[config.mk]
export PLATFORM = sky130hd
export DESIGN_NAME = fir_ctrl_mk
export DESIGN_NICKNAME = d
export VERILOG_FILES = /design/src/rtl/fir_ctrl_mk.sv
export SDC_FILE = /design/constraint.sdc
export NUM_CORES = 1
export LEC_CHECK = 0
export ABC_AREA = 1
export BUFFER_PORTS_ARGS = -buffer_cell sky130_fd_sc_hd__buf_2
export CAP_MARGIN = 15
export CELL_PAD_IN_SITES_DETAIL_PLACEMENT = 1
export CELL_PAD_IN_SITES_GLOBAL_PLACEMENT = 1
export CORE_ASPECT_RATIO = 1.5
export CORE_MARGIN = 3
export CORE_UTILIZATION = 43
export CTS_CLUSTER_DIAMETER = 120
export CTS_CLUSTER_SIZE = 8
export DETAILED_ROUTE_END_ITERATION = 10
export GPL_TIMING_DRIVEN = 0
export PLACE_DENSITY = 0.82
export REMOVE_ABC_BUFFERS = 1
export SYNTH_ARGS = -nofsm -noshare
export SYNTH_HDL_FRONTEND = slang
export SYNTH_SLANG_ARGS = --single-unit
[constraint.sdc]
create_clock -name clk -period 4.2 [get_ports clk]
set_input_delay 0.21 -clock clk [delete_from_list [all_inputs] [get_ports clk]]
set_output_delay 0.21 -clock clk [all_outputs]
set_load 0.02 [all_outputs]
[src/rtl/fir_ctrl_mk.sv]
// fir_ctrl_mk: multi-channel FIR sequencer sharing one MAC across channels,
// with output backpressure, synchronous abort and configuration checking.
module fir_ctrl_mk #(
  parameter int MAX_TAPS = 32,
  parameter int MAX_PROBEK = 1024,
  parameter int N_KAN = 4,
  localparam int TW = $clog2(MAX_TAPS) + 1,
  localparam int IW = $clog2(MAX_TAPS),
  localparam int SW = $clog2(MAX_PROBEK) + 1,
  localparam int PW = $clog2(MAX_PROBEK),
  localparam int CW = $clog2(N_KAN) + 1,
  localparam int KW = (N_KAN > 1) ? $clog2(N_KAN) : 1
) (
  input  logic          clk,
  input  logic          rst_n,
  input  logic          START,
  input  logic          ABORT,
  input  logic [TW-1:0] cfg_taps,
  input  logic [SW-1:0] cfg_probki,
  input  logic [CW-1:0] cfg_kanaly,
  input  logic          wyj_ready,
  output logic          pracuje,
  output logic          DONE,
  output logic          BLAD,
  output logic          FSM_MUX_wej,
  output logic          FSM_MUX_wyj,
  output logic          FSM_MUX_CDC,
  output logic          FSM_zapisz_wsp,
  output logic          FSM_reset_shift,
  output logic          FSM_nowa_shift,
  output logic          FSM_Acc_en,
  output logic          FSM_reset_Acc,
  output logic          FSM_Acc_zapisz,
  output logic          FSM_wyj_wr,
  output logic [IW-1:0] tap_idx,
  output logic [PW-1:0] probka_idx,
  output logic [KW-1:0] kanal_idx
);
  typedef enum logic [3:0] {IDLE, ERR, INIT, LOAD, MAC, STORE, OUT, NEXT, KONIEC} state_t;
  state_t state_q;
  logic [IW-1:0] tap_q, tm1_q;
  logic [PW-1:0] prb_q, pm1_q;
  logic [KW-1:0] kan_q, km1_q;
  logic cfg_ok;
  assign cfg_ok = cfg_taps != '0 && cfg_taps <= TW'(MAX_TAPS) &&
                  cfg_probki != '0 && cfg_probki <= SW'(MAX_PROBEK) &&
                  cfg_kanaly != '0 && cfg_kanaly <= CW'(N_KAN);
  // Latched limits are stored as cfg-1 so every counter fits its index width.
  always_ff @(posedge clk or negedge rst_n) begin
    if (!rst_n) begin
      state_q <= IDLE;
      tap_q <= '0;
      prb_q <= '0;
      kan_q <= '0;
      tm1_q <= '0;
      pm1_q <= '0;
      km1_q <= '0;
    end else if (ABORT && state_q != IDLE && state_q != ERR) begin
      state_q <= IDLE;
      tap_q <= '0;
      prb_q <= '0;
      kan_q <= '0;
    end else begin
      case (state_q)
        IDLE: if (START) begin
          state_q <= cfg_ok ? INIT : ERR;
          if (cfg_ok) begin
            tm1_q <= IW'(cfg_taps - TW'(1));
            pm1_q <= PW'(cfg_probki - SW'(1));
            km1_q <= KW'(cfg_kanaly - CW'(1));
          end
        end
        ERR: state_q <= IDLE;
        INIT: begin
          tap_q <= '0;
          prb_q <= '0;
          kan_q <= '0;
          state_q <= LOAD;
        end
        LOAD: begin
          tap_q <= '0;
          state_q <= MAC;
        end
        MAC: begin
          tap_q <= (tap_q == tm1_q) ? '0 : tap_q + IW'(1);
          if (tap_q == tm1_q) state_q <= STORE;
        end
        STORE: state_q <= OUT;
        OUT: if (wyj_ready) state_q <= NEXT;
        NEXT: if (kan_q != km1_q) begin
          kan_q <= kan_q + KW'(1);
          state_q <= LOAD;
        end else begin
          kan_q <= '0;
          if (prb_q != pm1_q) begin
            prb_q <= prb_q + PW'(1);
            state_q <= LOAD;
          end else state_q <= KONIEC;
        end
        KONIEC: begin
          tap_q <= '0;
          prb_q <= '0;
          kan_q <= '0;
          state_q <= IDLE;
        end
        default: state_q <= IDLE;
      endcase
    end
  end
  assign pracuje = state_q != IDLE && state_q != ERR;
  assign FSM_MUX_wej = pracuje;
  assign FSM_MUX_wyj = pracuje;
  assign FSM_MUX_CDC = pracuje;
  assign DONE = state_q == KONIEC;
  assign BLAD = state_q == ERR;
  assign FSM_zapisz_wsp = state_q == INIT;
  assign FSM_reset_shift = state_q == INIT;
  assign FSM_nowa_shift = state_q == LOAD;
  assign FSM_Acc_en = state_q == MAC;
  assign FSM_reset_Acc = state_q == INIT || state_q == NEXT;
  assign FSM_Acc_zapisz = state_q == STORE;
  assign FSM_wyj_wr = state_q == OUT;
  assign tap_idx = tap_q;
  assign probka_idx = prb_q;
  assign kanal_idx = kan_q;
endmodule

==> results.py <==
metrics = {
    "global_routing": {
        "grt_pass1_wl_um": 12400,
        "grt_max_degree": 39,
        "top_usage_layer": "met2",
        "grt_antenna_before_repair": 0,
        "grt_overflow": 0,
        "grt_pass1_vias": 2701,
        "grt_util_met2_pct": 43.0,
        "use_met1_pct": 22.1,
        "grt_usage_pct": 21.2,
        "met3_usage_pct": 3.48,
    },
    "layout": {
        "drive_gt1_share_pct": 25.8,
        "mostFrequentLayoutCells": "105 x nand2_1, 54 x inv_1, 54 x buf_2",
        "utilization_pct": 52.8,
        "synthToLayoutAreaGrowth_pct": 15.4,
        "final_cells": 499,
        "final_common_cell": "nand2_1",
        "nets": 456,
        "n_antenna_cell": 0,
        "final_area_mm2": 0.00314,
    },
    "routing": {
        "vias": 2560,
        "drc": 0,
        "routed_wirelength_um": 7260,
        "drt-vias-per-instance": 5.13,
        "drt-initial-drc-count": 101,
        "dr.pass1.iters": 6,
        "final_antenna_net_count": 0,
        "wl_per_cell_um": 14.5,
    },
    "power_and_ir_drop": {
        "internal-power_mw": 1.15,
        "switching_power_mw": 1.07,
        "combinationalPowerShare_pct": 50.2,
        "clkPwrFrac_pct": 17.4,
        "power_density_mw_per_mm2": 707,
        "power_mw": 2.22,
        "p_leak_nw": 1.75,
        "switching_share_pct": 48.2,
        "irDropWorstVdd_v": 0.000325,
        "seqPwrFrac_pct": 32.4,
    },
    "sta": {
        "setup-violations-final": 0,
        "tns_ps": 0,
        "slew_viol_final": 0,
        "max_freq_mhz": 465,
        "post-route-period-util_pct": 51.2,
        "fin_hold_ws_ps": 22.2,
        "grt_setup_unrepaired": "no",
        "worstMarginPinSlew_ps": 897,
        "period_minus_slack_ps": 2150,
        "skew_ps": 9.61,
        "fin_ws_ps": 2050,
        "max-slew-margin-rel_pct": 40.2,
        "hold_viol": 0,
    },
    "critical_path": {
        "start_kind": "register",
        "slowest_delay_ps": 470,
        "crit_family": "simple AND/OR/NAND/NOR gates",
        "path_max_fanout": 11,
        "critical_path_class": "reg -> reg",
        "arrival_ps": 2400,
        "cp.buffers_inverters": 1,
        "critPathSlowestCell": "dfrtp_1",
        "worstPathCellList": "inv_1 -> nand2_1 -> nand2_1 -> nand2_1 -> nor2_1 -> nand3_1 -> nand2_1 -> nand3_1 -> nand2_1 -> nand2_1 -> nand2_1",
        "r2r_slack_ps": 2050,
        "critPathCaptureType": "register",
        "critPathMostFrequentCell": "nand2_1",
        "worstPathRequired_ps": 4450,
    },
    "placed_design": {
        "place_congestion": 0.816,
        "place_ws_ps": 2030,
        "dpl.cell_count": 491,
        "place_hpwl_um": 5660,
        "dpl_cell_area_mm2": 0.00301,
        "io_buffers": 54,
    },
    "synthesis": {
        "syn-mean-instance-area_um2": 7.26,
        "ys_types": 35,
        "yosysTopAreaCell": "dfrtp_1",
        "synthCells": 375,
        "syn_area_mm2": 0.00272,
        "ys_seq_area_share_pct": 34.9,
        "synth_seq_cells": 38,
        "ys_top_cells_by_area": "dfrtp_1 35%, nand2_1 14%, inv_1 7.4%",
        "synth_top_area_share_pct": 34.9,
        "yosysWarnings": 0,
    },
    "clock_network": {
        "htree_num_levels": 2,
        "cts_setup_buffers": 0,
        "clk_latency_ps": 300,
        "clkTransAtPathRegs_ps": 90,
        "cts-root-buf": "clkbuf_8",
        "cts_hold_buf": 0,
        "clk_path_buf_depth": 2,
        "cts_tree": "built",
        "postCtsResizedCells": 0,
        "numCtsBuffers": 5,
        "cts_sinks": 38,
    },
    "floorplanning": {
        "initial_utilization_pct": 45.7,
        "die_area_mm2": 0.00735,
        "coreArea_mm2": 0.00596,
        "die_x_um": 71.0,
        "rows": 34,
        "io_pins": 55,
        "die-height_um": 103,
    },
    "run_status": {
        "status": "complete, no violations",
    },
    "job": {
        "drv_cap": 0,
    },
    "hold_path": {
        "hp-class": "in -> async",
    },
}
## path summary, 6_finish.rpt
check / startpoint / depth (start not counted) / end
min in group clk: cfg_taps[0] / 2 / tm1_q[0]
max in group asynchronous: rst_n / 1 / state_q[1]
max reg2reg: probka_idx[3] / 11 / probka_idx[1]
max: probka_idx[3] / 11 / probka_idx[1]
min: rst_n / 1 / pm1_q[2]
min reg2reg: pm1_q[4] / 2 / pm1_q[4]
## sequential cells by signal (all words and copies together), names as in the netlist
name,count
state_q,4
km1_q,2
tap_idx,5
probka_idx,10
tm1_q,5
kanal_idx,2
pm1_q,10
## power groups by stage
stage                     logic (mW)  clock network [mW]  registers (mW)
after floorplan                0.746                   0           0.747
after global placement          1.07                   0           0.722
after detailed placement        1.12                   0           0.730
after CTS                       1.14               0.395           0.724
after global routing            1.27               0.407           0.749
final                           1.12               0.386           0.720
## cells in the mapped netlist
cell type  instances
buf_6              3
o21bai_1           2
nor2_2             5
nor3_1             5
nand3_1           27
nand3_4            1
o41ai_1            1
inv_4              1
xor2_1             8
nor3_4             1
inv_1             54
buf_1              1
o21ai_2           13
ha_1               5
nor3_2             1
nand2_2           11
o21ai_0            3
o22ai_1            1
nor4_1             5
dfrtp_1           38
buf_4              4
o21ai_1            3
a21oi_1            6
nand4_1            6
a21boi_1           1
nor2_4             5
inv_2              3
xnor2_1           12
buf_2              2
nand2_4            1
nor2_1            33
or2_2              2
nand3_2            4
nand2_1          105
nand3b_1           2
## cell families (layout without fill, tap and decap cells)
kind of cell / after synthesis / in the layout / share of synthesized area [%]
adders and majority gates: 5 / 5 / 2.30
and+or+nand+nor: 214 / 214 / 37.7
AOI/OAI and AO/OA: 30 / 30 / 7.76
DFF: 38 / 38 / 34.9
buffers and inverters: 68 / 120 / 10.9
xor gates and xnor gates: 20 / 20 / 6.43
## cell type report
cell class,instances,area [µm²]
Fill cell,803,2810
Multi-Input combinational cell,269,1480
Sequential cell,38,951
Timing Repair Buffer,54,270
Inverter,58,220
Tap cell,72,90.1
Clock buffer,5,68.8
Clock inverter,3,68.8
## worst register-to-register path: stages, from the launching register on
cell and delay [ps]:
dfrtp_1 470, inv_1 170, nand2_1 80, nand2_1 50
nand2_1 40, nor2_1 160, nand3_1 100, nand2_1 80
nand3_1 320, nand2_1 450, nand2_1 100, nand2_1 80
## layer usage
metal,vias up,share of wire (%)
met5,-,0
met4,0,0.96
met3,6,3.5
met2,42,58
met1,1239,38
li1,1273,-
Note: power is estimated with default switching activity, not from simulation.
